### config.mk
export PLATFORM = sky130hd
export DESIGN_NAME = hamming_secded_dec
export DESIGN_NICKNAME = d
export VERILOG_FILES = /design/src/rtl/hamming_pkg.sv /design/src/rtl/hamming_syndrome.sv /design/src/rtl/hamming_secded_dec.sv
export SDC_FILE = /design/constraint.sdc
export NUM_CORES = 1
export LEC_CHECK = 0
export ABC_AREA = 1
export BUFFER_PORTS_ARGS = -buffer_cell sky130_fd_sc_hd__buf_4
export CORE_ASPECT_RATIO = 0.5
export CORE_MARGIN = 3
export CORE_UTILIZATION = 40
export CTS_BUF_LIST = sky130_fd_sc_hd__clkbuf_8
export CTS_CLUSTER_DIAMETER = 120
export CTS_CLUSTER_SIZE = 25
export DETAILED_ROUTE_END_ITERATION = 8
export PLACE_DENSITY = 0.72
export REMOVE_ABC_BUFFERS = 1
export SLEW_MARGIN = 20
export SYNTH_ARGS = -nofsm -noshare
export SYNTH_HDL_FRONTEND = slang
export SYNTH_SLANG_ARGS = --single-unit
### constraint.sdc
create_clock -name clk_i -period 2.4 [get_ports clk_i]
set_clock_uncertainty 0.05 [all_clocks]
set_input_delay 0.48 -clock clk_i [delete_from_list [all_inputs] [get_ports clk_i]]
set_output_delay 0.48 -clock clk_i [all_outputs]
set_load 0.05 [all_outputs]
### src/rtl/hamming_pkg.sv
// Shared SECDED Hamming helpers: parity-width calculation, position map and status encoding.
// Used by both the encoder and the decoder.
package hamming_pkg;

  typedef enum logic [1:0] {
    ECC_CLEAN = 2'd0,
    ECC_SEC   = 2'd1,
    ECC_DED   = 2'd2
  } ecc_status_t;

  // Smallest m with 2**m >= m + k + 1
  function automatic int unsigned calc_m(input int unsigned k);
    int unsigned m;
    m = 1;
    while ((32'd1 << m) < (m + k + 1)) m++;
    return m;
  endfunction

  function automatic bit is_pow2(input int unsigned x);
    return (x != 0) && ((x & (x - 1)) == 0);
  endfunction

  // Codeword position (1-based) holding data bit idx; data fills non-power-of-two slots in order
  function automatic int unsigned data_pos(input int unsigned idx);
    int unsigned cnt;
    int unsigned res;
    cnt = 0;
    res = 0;
    for (int unsigned p = 1; p <= idx + 40; p++) begin
      if (!is_pow2(p)) begin
        if (cnt == idx) res = p;
        cnt++;
      end
    end
    return res;
  endfunction

endpackage

### src/rtl/hamming_syndrome.sv
// Combinational SECDED syndrome: XOR of indices of set positions 1..n plus overall parity.
module hamming_syndrome
  import hamming_pkg::*;
#(
  parameter int unsigned K      = 8,
  parameter bit          P0_LSB = 1'b1,
  localparam int unsigned M     = calc_m(K),
  localparam int unsigned N     = M + K + 1
) (
  input  logic [N-1:0] cw,
  output logic [M-1:0] syn,
  output logic         par
);

  localparam int unsigned NPOS = M + K;
  localparam int unsigned OFS  = P0_LSB ? 0 : 1;

  always_comb begin
    syn = '0;
    for (int unsigned p = 1; p <= NPOS; p++) begin
      if (cw[p - OFS]) syn = syn ^ M'(p);
    end
    par = ^cw;
  end

endmodule

### src/rtl/hamming_secded_dec.sv
// Pipelined SECDED Hamming decoder with valid/ready on both sides.
// Optional error counters are built when ECC_ERR_CNT_EN is defined.
module hamming_secded_dec
  import hamming_pkg::*;
#(
  parameter int unsigned K      = 8,
  parameter bit          P0_LSB = 1'b1,
  parameter bit          PIPE   = 1'b1,
`ifdef ECC_ERR_CNT_EN
  parameter int unsigned CNT_W  = 16,
`endif
  localparam int unsigned M     = calc_m(K),
  localparam int unsigned N     = M + K + 1
) (
  input  logic             clk_i,
  input  logic             rst_i,
  input  logic             s_valid_i,
  output logic             s_ready_o,
  input  logic [N-1:0]     s_cw_i,
  output logic             m_valid_o,
  input  logic             m_ready_i,
  output logic [K-1:0]     m_d_o,
  output logic             m_sec_o,
  output logic             m_ded_o,
  output logic [M-1:0]     m_syn_o
`ifdef ECC_ERR_CNT_EN
  ,
  input  logic             cnt_clr_i,
  output logic [CNT_W-1:0] sec_cnt_o,
  output logic [CNT_W-1:0] ded_cnt_o
`endif
);

  localparam int unsigned NPOS = M + K;
  localparam int unsigned OFS  = P0_LSB ? 0 : 1;

  logic [M-1:0] in_syn;
  logic         in_par;
  logic [K-1:0] in_raw;

  logic         c_valid;
  logic [K-1:0] c_raw;
  logic [M-1:0] c_syn;
  logic         c_par;
  logic [K-1:0] c_d;
  logic         c_flip;
  ecc_status_t  c_status;

  logic         out_load;

  assign out_load = !m_valid_o || m_ready_i;

  hamming_syndrome #(
    .K      (K),
    .P0_LSB (P0_LSB)
  ) u_syndrome (
    .cw  (s_cw_i),
    .syn (in_syn),
    .par (in_par)
  );

  // Raw (uncorrected) data bits pulled out of the codeword
  always_comb begin
    in_raw = '0;
    for (int unsigned k = 0; k < K; k++) begin
      in_raw[k] = s_cw_i[data_pos(k) - OFS];
    end
  end

  generate
    if (PIPE) begin : g_pipe
      logic         s1_valid;
      logic [K-1:0] s1_raw;
      logic [M-1:0] s1_syn;
      logic         s1_par;
      logic         s1_load;

      assign s1_load = !s1_valid || out_load;

      // Syndrome stage: captures raw data with its syndrome and parity
      always_ff @(posedge clk_i or posedge rst_i) begin
        if (rst_i) begin
          s1_valid <= 1'b0;
          s1_raw   <= '0;
          s1_syn   <= '0;
          s1_par   <= 1'b0;
        end else if (s1_load) begin
          s1_valid <= s_valid_i;
          if (s_valid_i) begin
            s1_raw <= in_raw;
            s1_syn <= in_syn;
            s1_par <= in_par;
          end
        end
      end

      assign s_ready_o = s1_load;
      assign c_valid   = s1_valid;
      assign c_raw     = s1_raw;
      assign c_syn     = s1_syn;
      assign c_par     = s1_par;
    end else begin : g_flat
      assign s_ready_o = out_load;
      assign c_valid   = s_valid_i;
      assign c_raw     = in_raw;
      assign c_syn     = in_syn;
      assign c_par     = in_par;
    end
  endgenerate

  // Classify the error and flip the addressed data bit for a correctable single error
  always_comb begin
    c_status = ECC_CLEAN;
    c_flip   = 1'b0;
    if (c_syn == '0) begin
      c_status = c_par ? ECC_SEC : ECC_CLEAN;
    end else if (!c_par) begin
      c_status = ECC_DED;
    end else if (c_syn > M'(NPOS)) begin
      c_status = ECC_DED;
    end else begin
      c_status = ECC_SEC;
      c_flip   = 1'b1;
    end

    c_d = c_raw;
    for (int unsigned k = 0; k < K; k++) begin
      if (c_flip && (c_syn == M'(data_pos(k)))) c_d[k] = ~c_raw[k];
    end
  end

  always_ff @(posedge clk_i or posedge rst_i) begin
    if (rst_i) begin
      m_valid_o <= 1'b0;
      m_d_o     <= '0;
      m_sec_o   <= 1'b0;
      m_ded_o   <= 1'b0;
      m_syn_o   <= '0;
    end else if (out_load) begin
      m_valid_o <= c_valid;
      if (c_valid) begin
        m_d_o   <= c_d;
        m_sec_o <= (c_status == ECC_SEC);
        m_ded_o <= (c_status == ECC_DED);
        m_syn_o <= c_syn;
      end
    end
  end

`ifdef ECC_ERR_CNT_EN
  logic out_fire;

  assign out_fire = m_valid_o && m_ready_i;

  // Saturating event counters; clear takes priority over a same-cycle increment
  always_ff @(posedge clk_i or posedge rst_i) begin
    if (rst_i) begin
      sec_cnt_o <= '0;
      ded_cnt_o <= '0;
    end else if (cnt_clr_i) begin
      sec_cnt_o <= '0;
      ded_cnt_o <= '0;
    end else begin
      if (out_fire && m_sec_o && (sec_cnt_o != '1)) sec_cnt_o <= sec_cnt_o + CNT_W'(1);
      if (out_fire && m_ded_o && (ded_cnt_o != '1)) ded_cnt_o <= ded_cnt_o + CNT_W'(1);
    end
  end
`endif

endmodule
* Word level (Yosys, flattened, before mapping) *
Index checks and enable logic that the tools add are counted.

storage, ports and cells
  output and inout port bits = 16
  bits of input ports = 17
  register bits = 29
  logic and storage cells = 82

cells by class
  eq/ne operators = 10
  bitwise logic cells = 19
  $lt $le $gt $ge = 1
  mux-type cells = 27
  reductions and logical operators = 16

operators with widths
  operator              number
  $mux W4               5
  $eq A4 B4 Y1 const B  4
  $mux W1               13
  $reduce_xor A13 Y1    1
  $eq A4 B3 Y1 const B  3
  $mux W3               4
  $not A2 Y2            6
  $mux W2               5
  $logic_and A1 B1 Y1   8
  $not A1 Y1            8
  $not A3 Y3            2
  $eq A4 B2 Y1 const B  1
  $gt A4 B4 Y1 const B  1
  $logic_not A4 Y1      1
  $reduce_and A2 Y1     2
  $not A1 Y1 const A    3
  $eq A2 B1 Y1 const B  1
  $eq A2 B2 Y1 const B  1
  $logic_not A1 Y1      2
  $logic_or A1 B1 Y1    2

* Longest topological paths before layout *
Gate-level depths: netlist of run 1.

  word-level depth = 20
  gate-level depth with buffers = 11
  mapped depth without buffers = 11

* By module *
From an unflattened synthesis of run 1, not the netlist that was laid out.

second synthesis, totals
  cell total of the unflattened synthesis = 223
  area, all modules = 1692.9 µm²

modules (own cells, without submodules)
  module              cells each  times used  sequential area each (µm²)  area each (µm²)
  hamming_secded_dec  149         1           725.7                       1336.3
  hamming_syndrome    74          1           0.0                         356.6

* Worst setup path after synthesis of run 1 *
OpenSTA, ideal clock, no wires.

  path type = register to register
  start = reg m_valid_o
  end = reg g_pipe.s1_syn[2] (netlist: c_syn[2])
  setup slack = 0.427 ns
  buffers on the path = 0
  stages on the path, launching flop included = 6
  data required time = 2.221 ns
  data arrival time = 1.794 ns
  period minus slack after synthesis = 1.973 ns
  library setup time = 0.129 ns
  cells stage by stage = dfrtp_1 > nand3_1 > nand2_2 > inv_1 > o21ai_0 > o21ai_0

on the way
  cells in the longest elaborated chain, start to end = 4

RTL lines
  item                                RTL line                   source
  start, declared                     hamming_secded_dec.sv:20   output logic m_valid_o,
  start signal, assigned              hamming_secded_dec.sv:140  m_valid_o <= c_valid;
  $logic_not A1 Y1                    hamming_secded_dec.sv:51   assign out_load = !m_valid_o || m_ready_i;
  $logic_or A1 B1 Y1                  hamming_secded_dec.sv:51
  $logic_or A1 B1 Y1                  hamming_secded_dec.sv:78   assign s1_load = !s1_valid || out_load;
  named net s_ready_o                 hamming_secded_dec.sv:18   output logic s_ready_o,
  $reduce_and A2 Y1 (no source line)  --
  end signal, assigned                hamming_secded_dec.sv:91   s1_syn <= in_syn;
  end, declared                       hamming_secded_dec.sv:74   logic [M-1:0] s1_syn;

The timed path passes the listed nets, and every way through them passes these cells.
A chain may end at the register's enable or synchronous reset.

* Final worst setup path of run 1 *
  start = reg m_valid_o
  end = out s_ready_o

on the way
  cells in the longest elaborated chain, start to end = 3

RTL lines
  item                RTL line
  $logic_not A1 Y1    hamming_secded_dec.sv:51
  $logic_or A1 B1 Y1  hamming_secded_dec.sv:51
  $logic_or A1 B1 Y1  hamming_secded_dec.sv:78
  end, declared       hamming_secded_dec.sv:18

No other way between the ends.

==> flow_summary_export.csv, run 1 <==
group,metric,value,unit
status,status,"finished, final reports clean",
detailed_routing,postRouteAntennaNets,0,
yosys,synthFlopType,"dfrtp_1",
yosys,synth_commonest_cells,"75 x nand2_1, 29 x dfrtp_1, 25 x inv_1",
cells_and_area,finalNonFillerCells,300,
worst_setup_path,worstReg2RegStart,"m_valid_o",
cells_and_area,fillCellCount,343,
cts,cts_tree,"done",
worst_setup_path,required,1.87,ns
placement,io_buffer_count,32,
yosys,async_flop_share,100,%
yosys,synth.most_common_cell,"nand2_1",
timing,hold_viol,0,
detailed_routing,highest_layer,"met4",
yosys,ys_types,19,
cells_and_area,multi_input_area,739,um^2
floorplanning,die-area,4800,um^2
timing,maxSlewHeadroom,76.2,%
global_route,grt_pass1_vias,1244,
detailed_routing,met1_length,1.65,mm
power_and_ir_drop,p_per_area,946,nW/um^2
worst_setup_path,slowest_stage,"dfrtp_1",
yosys,avgSynthCellArea,7.52,um^2
detailed_routing,num_vias,1360,
power_and_ir_drop,p_leak,0.00106,uW
global_route,antenna_found_initial,0,
detailed_routing,drt-pass1-iter-count,4,
worst_setup_path,start_kind,"register",
cts,hold_buffers,0,
yosys,yosys.area.top_type,"dfrtp_1",
worst_setup_path,slowest_delay,0.40,ns
yosys,synthCells,211,
cts,postCtsSetupRepairBufs,0,
yosys,synthesis.area,1590,um^2
timing,worst_pin_slew,0.357,ns
global_route,grt_usage,14.5,%
cells_and_area,nets,266,
detailed_routing,wl,3.12,mm
floorplanning,ios,33,
cts,cts_made_buffers,5,
detailed_routing,wl_met3,173,um
timing,setup_viol,0,
detailed_routing,viasPerCell,4.53,
timing,fin_crit_sh,65.4,%
worst_setup_path,r2r_setup_slack,0.99,ns
detailed_routing,drc,0,
cts,cts-root-buf,"clkbuf_8",
run,drv_cap,0,
cells_and_area,final_area,1980,um^2
cts,htreeDepth,2,
global_route,overflow,0,
floorplanning,rows,15,
placement,dp_cells,293,
worst_setup_path,cp.arrival,1.04,ns
worst_setup_path,worstSetupPathType,"register to output pin",
cells_and_area,area_growth,24.8,%
detailed_routing,wl_met2,1.28,mm
floorplanning,chipWidth,95.1,um
yosys,synth-seq-cells,29,
detailed_routing,drt_iter0_markers,58,
cts,ctsResizeCount,0,
timing,min_period,1.57,ns
cts,insertion_delay,0.27,ns
placement,post_dp_cell_area,1890,um^2
timing,rsz0062_at_grt,"false",
worst_setup_path,crit_start,"m_valid_o",
cells_and_area,antennaDiodeCount,0,
power_and_ir_drop,ir_drop,266,uV
worst_setup_path,end_kind,"output pin",
floorplanning,die_h,50.5,um
cells_and_area,regArea,726,um^2
floorplanning,core,3620,um^2
worst_setup_path,r2r.worst_path.cells,5,
hold_path,hold_path_class,"input port to async pin",
timing,fin_setup_tns,0,ns
global_route,grt_max_degree,30,
cells_and_area,drive_gt1_share,19.7,%
yosys,seq_area_frac_synth,45.7,%
cts,cts_sinks,29,
worst_setup_path,endpoint,"s_ready_o",
yosys,synth_top_area_share,45.7,%
yosys,synth-edff-count,0,
cells_and_area,final_util,54.6,%
worst_setup_path,cp_cell_sequence,"nand3_1 > buf_4",
floorplanning,initial_core_util,43.8,%
timing,final_max_slew_viol_count,0,
worst_setup_path,worst_r2r_endpoint,"c_syn[0]",
placement,gp_congestion,0.858,
placement,hpwl,2.50,mm
cts,clk_pin_slew,0.06,ns
cts,clockBufferDepth,2,
global_route,grt_pass1_wl,5.40,mm
detailed_routing,wire_per_inst,10.4,um
yosys,synthTopCellsByArea,"dfrtp_1 46%, nand2_1 18%, o21ai_0 6.9%",
timing,clock.fmax,0.637,GHz
yosys,yosysWarnings,0,
worst_setup_path,crit_fanout,3,
-- cell families (layout without fill, tap and decap cells) --
kind of cell | after synthesis | in the layout | synth area share (%)
AOI/OAI and AO/OA | 27 | 27 | 8.83
and+or+nand+nor | 108 | 108 | 28.9
xor gates and xnor gates | 16 | 16 | 8.83
buffers and inverters | 31 | 69 | 7.65
DFF | 29 | 29 | 45.7
-- area by class of cell --
cell class,count,share of cell area [%]
repair buffers,35,13.3
well taps,51,3.22
inverters,27,5.12
multi-input cells,151,37.4
clock buffers,6,4.17
flip-flops and latches,29,36.7
clock inverters,1,0.190
-- worst min path at each step --
stage | slack (ns) | depth (start not counted) | end | from
final | 0.22 | 3 | m_syn_o[1] | rst_i
after global routing | 0.26 | 3 | m_valid_o | rst_i
after CTS | 0.23 | 3 | m_syn_o[1] | rst_i
after detailed placement | 0.43 | 2 | m_syn_o[2] | m_syn_o[2]
after global placement | 0.42 | 2 | m_syn_o[1] | m_syn_o[1]
after floorplan | 0.42 | 2 | c_raw[5] | c_raw[5]
-- cell usage in the layout, fill, tap and decap left out --
master / count
nand2_1: 75
buf_4: 35
dfrtp_1: 29
inv_1: 26
o21ai_0: 22
nor2_1: 12
xor2_1: 10
nand3_1: 8
xnor2_1: 6
clkbuf_8: 6
nand4_1: 5
nand2_2: 3
o21ai_1: 3
inv_2: 2
nor3_2: 2
nand3_2: 1
or2_1: 1
o31ai_1: 1
o21a_1: 1
nor4_1: 1
-- registers in the layout, indices dropped and copies added, names as in the netlist --
register	flops
c_raw	8
m_d_o	8
c_syn	4
m_syn_o	4
c_par	1
c_valid	1
m_ded_o	1
m_sec_o	1
m_valid_o	1
-- metrics by stage --
stage	hold slack, ns	power, uW	worst slack, ns
final	0.224	1870	0.830
after CTS	0.234	1890	0.812
after detailed placement	0.430	1500	0.735
after global routing	0.258	2000	0.760
after floorplan	0.418	1250	0.306
after global placement	0.418	1490	0.813
-- layer usage --
metal	GRT usage, %	up-vias
li1	-	732
met1	20.6	597
met2	21.4	28
met3	2.99	3
met4	5.74	0
met5	0	-
-- where the power goes --
| group | internal, uW | switching, uW | total (uW) |
|---|---|---|---|
| clock | 222 | 163 | 385 |
| combinational | 242 | 537 | 778 |
| sequential | 615 | 93.9 | 709 |
| total | 1080 | 794 | 1870 |
-- worst max-delay path: cells and delay by family (launching register included) --
family,cells,cell delay (ns)
flip-flops,1,0.40
buffers and inverters,1,0.22
AND/OR/NAND/NOR,1,0.15
(Power assumes the default switching activity.)
==> inputs of run 2 (changes only) <==
--- a/config.mk
+++ b/config.mk
@@ -14,7 +14,7 @@
 export CTS_CLUSTER_DIAMETER = 120
 export CTS_CLUSTER_SIZE = 25
 export DETAILED_ROUTE_END_ITERATION = 8
-export PLACE_DENSITY = 0.72
+export PLACE_DENSITY = 0.75
 export REMOVE_ABC_BUFFERS = 1
 export SLEW_MARGIN = 20
 export SYNTH_ARGS = -nofsm -noshare
==> constraint.sdc (replaced) <==
create_clock -name clk_i -period 1.4 [get_ports clk_i]
set_clock_uncertainty 0.05 [all_clocks]
set_input_delay 0.28 -clock clk_i [delete_from_list [all_inputs] [get_ports clk_i]]
set_output_delay 0.28 -clock clk_i [all_outputs]
set_load 0.05 [all_outputs]
==> flow_summary_export.csv, run 2 (synthesis results as in run 1) <==
group,metric,value,unit
worst_setup_path,worstSetupPathType,"register to output pin",
worst_setup_path,r2r.worst_path.cells,4,
cts,insertion_delay,0.27,ns
timing,min_period,1.29,ns
cts,hold_buffers,0,
floorplanning,core,3620,um^2
cells_and_area,final_common_cell,"nand2_1",
worst_setup_path,slowest_stage,"dfrtp_1",
timing,maxSlewHeadroom,76.0,%
detailed_routing,drc,0,
worst_setup_path,start_kind,"register",
floorplanning,chipWidth,95.1,um
detailed_routing,wl,3.22,mm
global_route,grt_pass1_vias,1282,
cts,cts_sinks,29,
detailed_routing,drt-pass1-iter-count,4,
timing,hold_viol,0,
hold_path,hold_path_class,"input port to async pin",
detailed_routing,num_vias,1383,
run,drv_cap,0,
floorplanning,die-area,4800,um^2
power_and_ir_drop,p_leak,0.00108,uW
global_route,antenna_found_initial,0,
timing,setup_viol,0,
global_route,grt_pass1_wl,5.67,mm
cts,cts_made_buffers,5,
timing,setup_ws,0.113,ns
floorplanning,initial_core_util,43.8,%
placement,post_dp_cell_area,1910,um^2
worst_setup_path,required,1.07,ns
timing,final_max_slew_viol_count,0,
global_route,grt_max_degree,30,
worst_setup_path,crit_fanout,3,
floorplanning,die_h,50.5,um
worst_setup_path,slowest_delay,0.40,ns
detailed_routing,drt_iter0_markers,51,
cts,postCtsSetupRepairBufs,0,
worst_setup_path,cp_cell_sequence,"nand3_2 > buf_6",
worst_setup_path,worst_r2r_endpoint,"m_ded_o",
cts,htreeDepth,2,
detailed_routing,postRouteAntennaNets,0,
status,status,"finished, final reports clean",
power_and_ir_drop,p_per_area,1640,nW/um^2
cells_and_area,final_area,2020,um^2
cts,clockBufferDepth,2,
power_and_ir_drop,ir_drop,562,uV
timing,clock.fmax,0.777,GHz
cells_and_area,drive_gt1_share,21.5,%
floorplanning,ios,33,
worst_setup_path,end_kind,"output pin",
worst_setup_path,cp_num_buf_inv,1,
global_route,overflow,0,
floorplanning,rows,15,
cells_and_area,nets,267,
cts,cts_tree,"done",
detailed_routing,viasPerCell,4.58,
worst_setup_path,r2r_setup_slack,0.16,ns
worst_setup_path,cp.arrival,0.96,ns
cts,ctsResizeCount,0,
placement,hpwl,2.53,mm
placement,io_buffer_count,32,
cells_and_area,antennaDiodeCount,0,
global_route,grt_usage,15.1,%
timing,worst_pin_slew,0.360,ns
placement,gp_congestion,0.779,
power_and_ir_drop,total_power,3330,uW
timing,rsz0062_at_grt,"false",
timing,whs,0.0269,ns
cts,cts-root-buf,"clkbuf_8",
worst_setup_path,path_delay_family,"flip-flops",
detailed_routing,wire_per_inst,10.6,um
timing,fin_crit_sh,92.0,%
worst_setup_path,worstReg2RegStart,"c_syn[2]",
cells_and_area,final_cell_mix,"75 x nand2_1, 34 x buf_4, 28 x dfrtp_1",
placement,dpl_worst_slack,0.108,ns
cts,clk_pin_slew,0.06,ns
cells_and_area,area_growth,27.6,%
==> run 2: layout make-up <==
| type | count | area, um^2 |
|---|---|---|
| multi-input combinational | 151 | 744 |
| timing repair buffer | 36 | 287 |
| sequential | 29 | 727 |
| tap | 51 | 63.8 |
| clock buffer | 7 | 96.3 |
| inverter | 27 | 101 |
| clock inverter | 1 | 5.00 |
| fill | 335 | 1600 |
==> run 2: worst max path at each step <==
stage              start        end  slack (ns)  cells past startpoint
2_1_floorplan  m_valid_o   c_syn[2]       -0.69                      5
3_3_place_gp   s_cw_i[9]      c_par        0.11                     11
3_5_place_dp   s_cw_i[9]      c_par        0.11                     11
4_1_cts        m_valid_o  s_ready_o        0.02                      2
5_1_grt         c_syn[2]   m_d_o[4]        0.04                      4
6_report       m_valid_o  s_ready_o        0.11                      2
==> run 2: where the power goes <==
part	total [uW]	internal [uW]	switching, uW
sequential	1230	1060	171
combinational	1360	432	923
clock	746	443	303
==> run 2: worst min-delay path, stage by stage <==
cell and delay (ns):
buf_4 0.11, inv_1 0.04, buf_4 0.33
==> run 2: through the flow <==
step	std cells	setup TNS [ns]	utilization (%)
after floorplan	207	-9.50	-
after global placement	294	0	52.8
after detailed placement	294	0	52.8
after CTS	302	0	55.6
after global routing	302	0	55.9
final	302	0	55.9
==> run 2: routing by layer <==
metal	vias to the layer above	routed length [um]	GRT usage, %
met1	614	1680	21.6
met5	-	0	0
met2	30	1350	22.0
met3	2	161	3.44
met4	0	22	5.74
li1	737	-	-
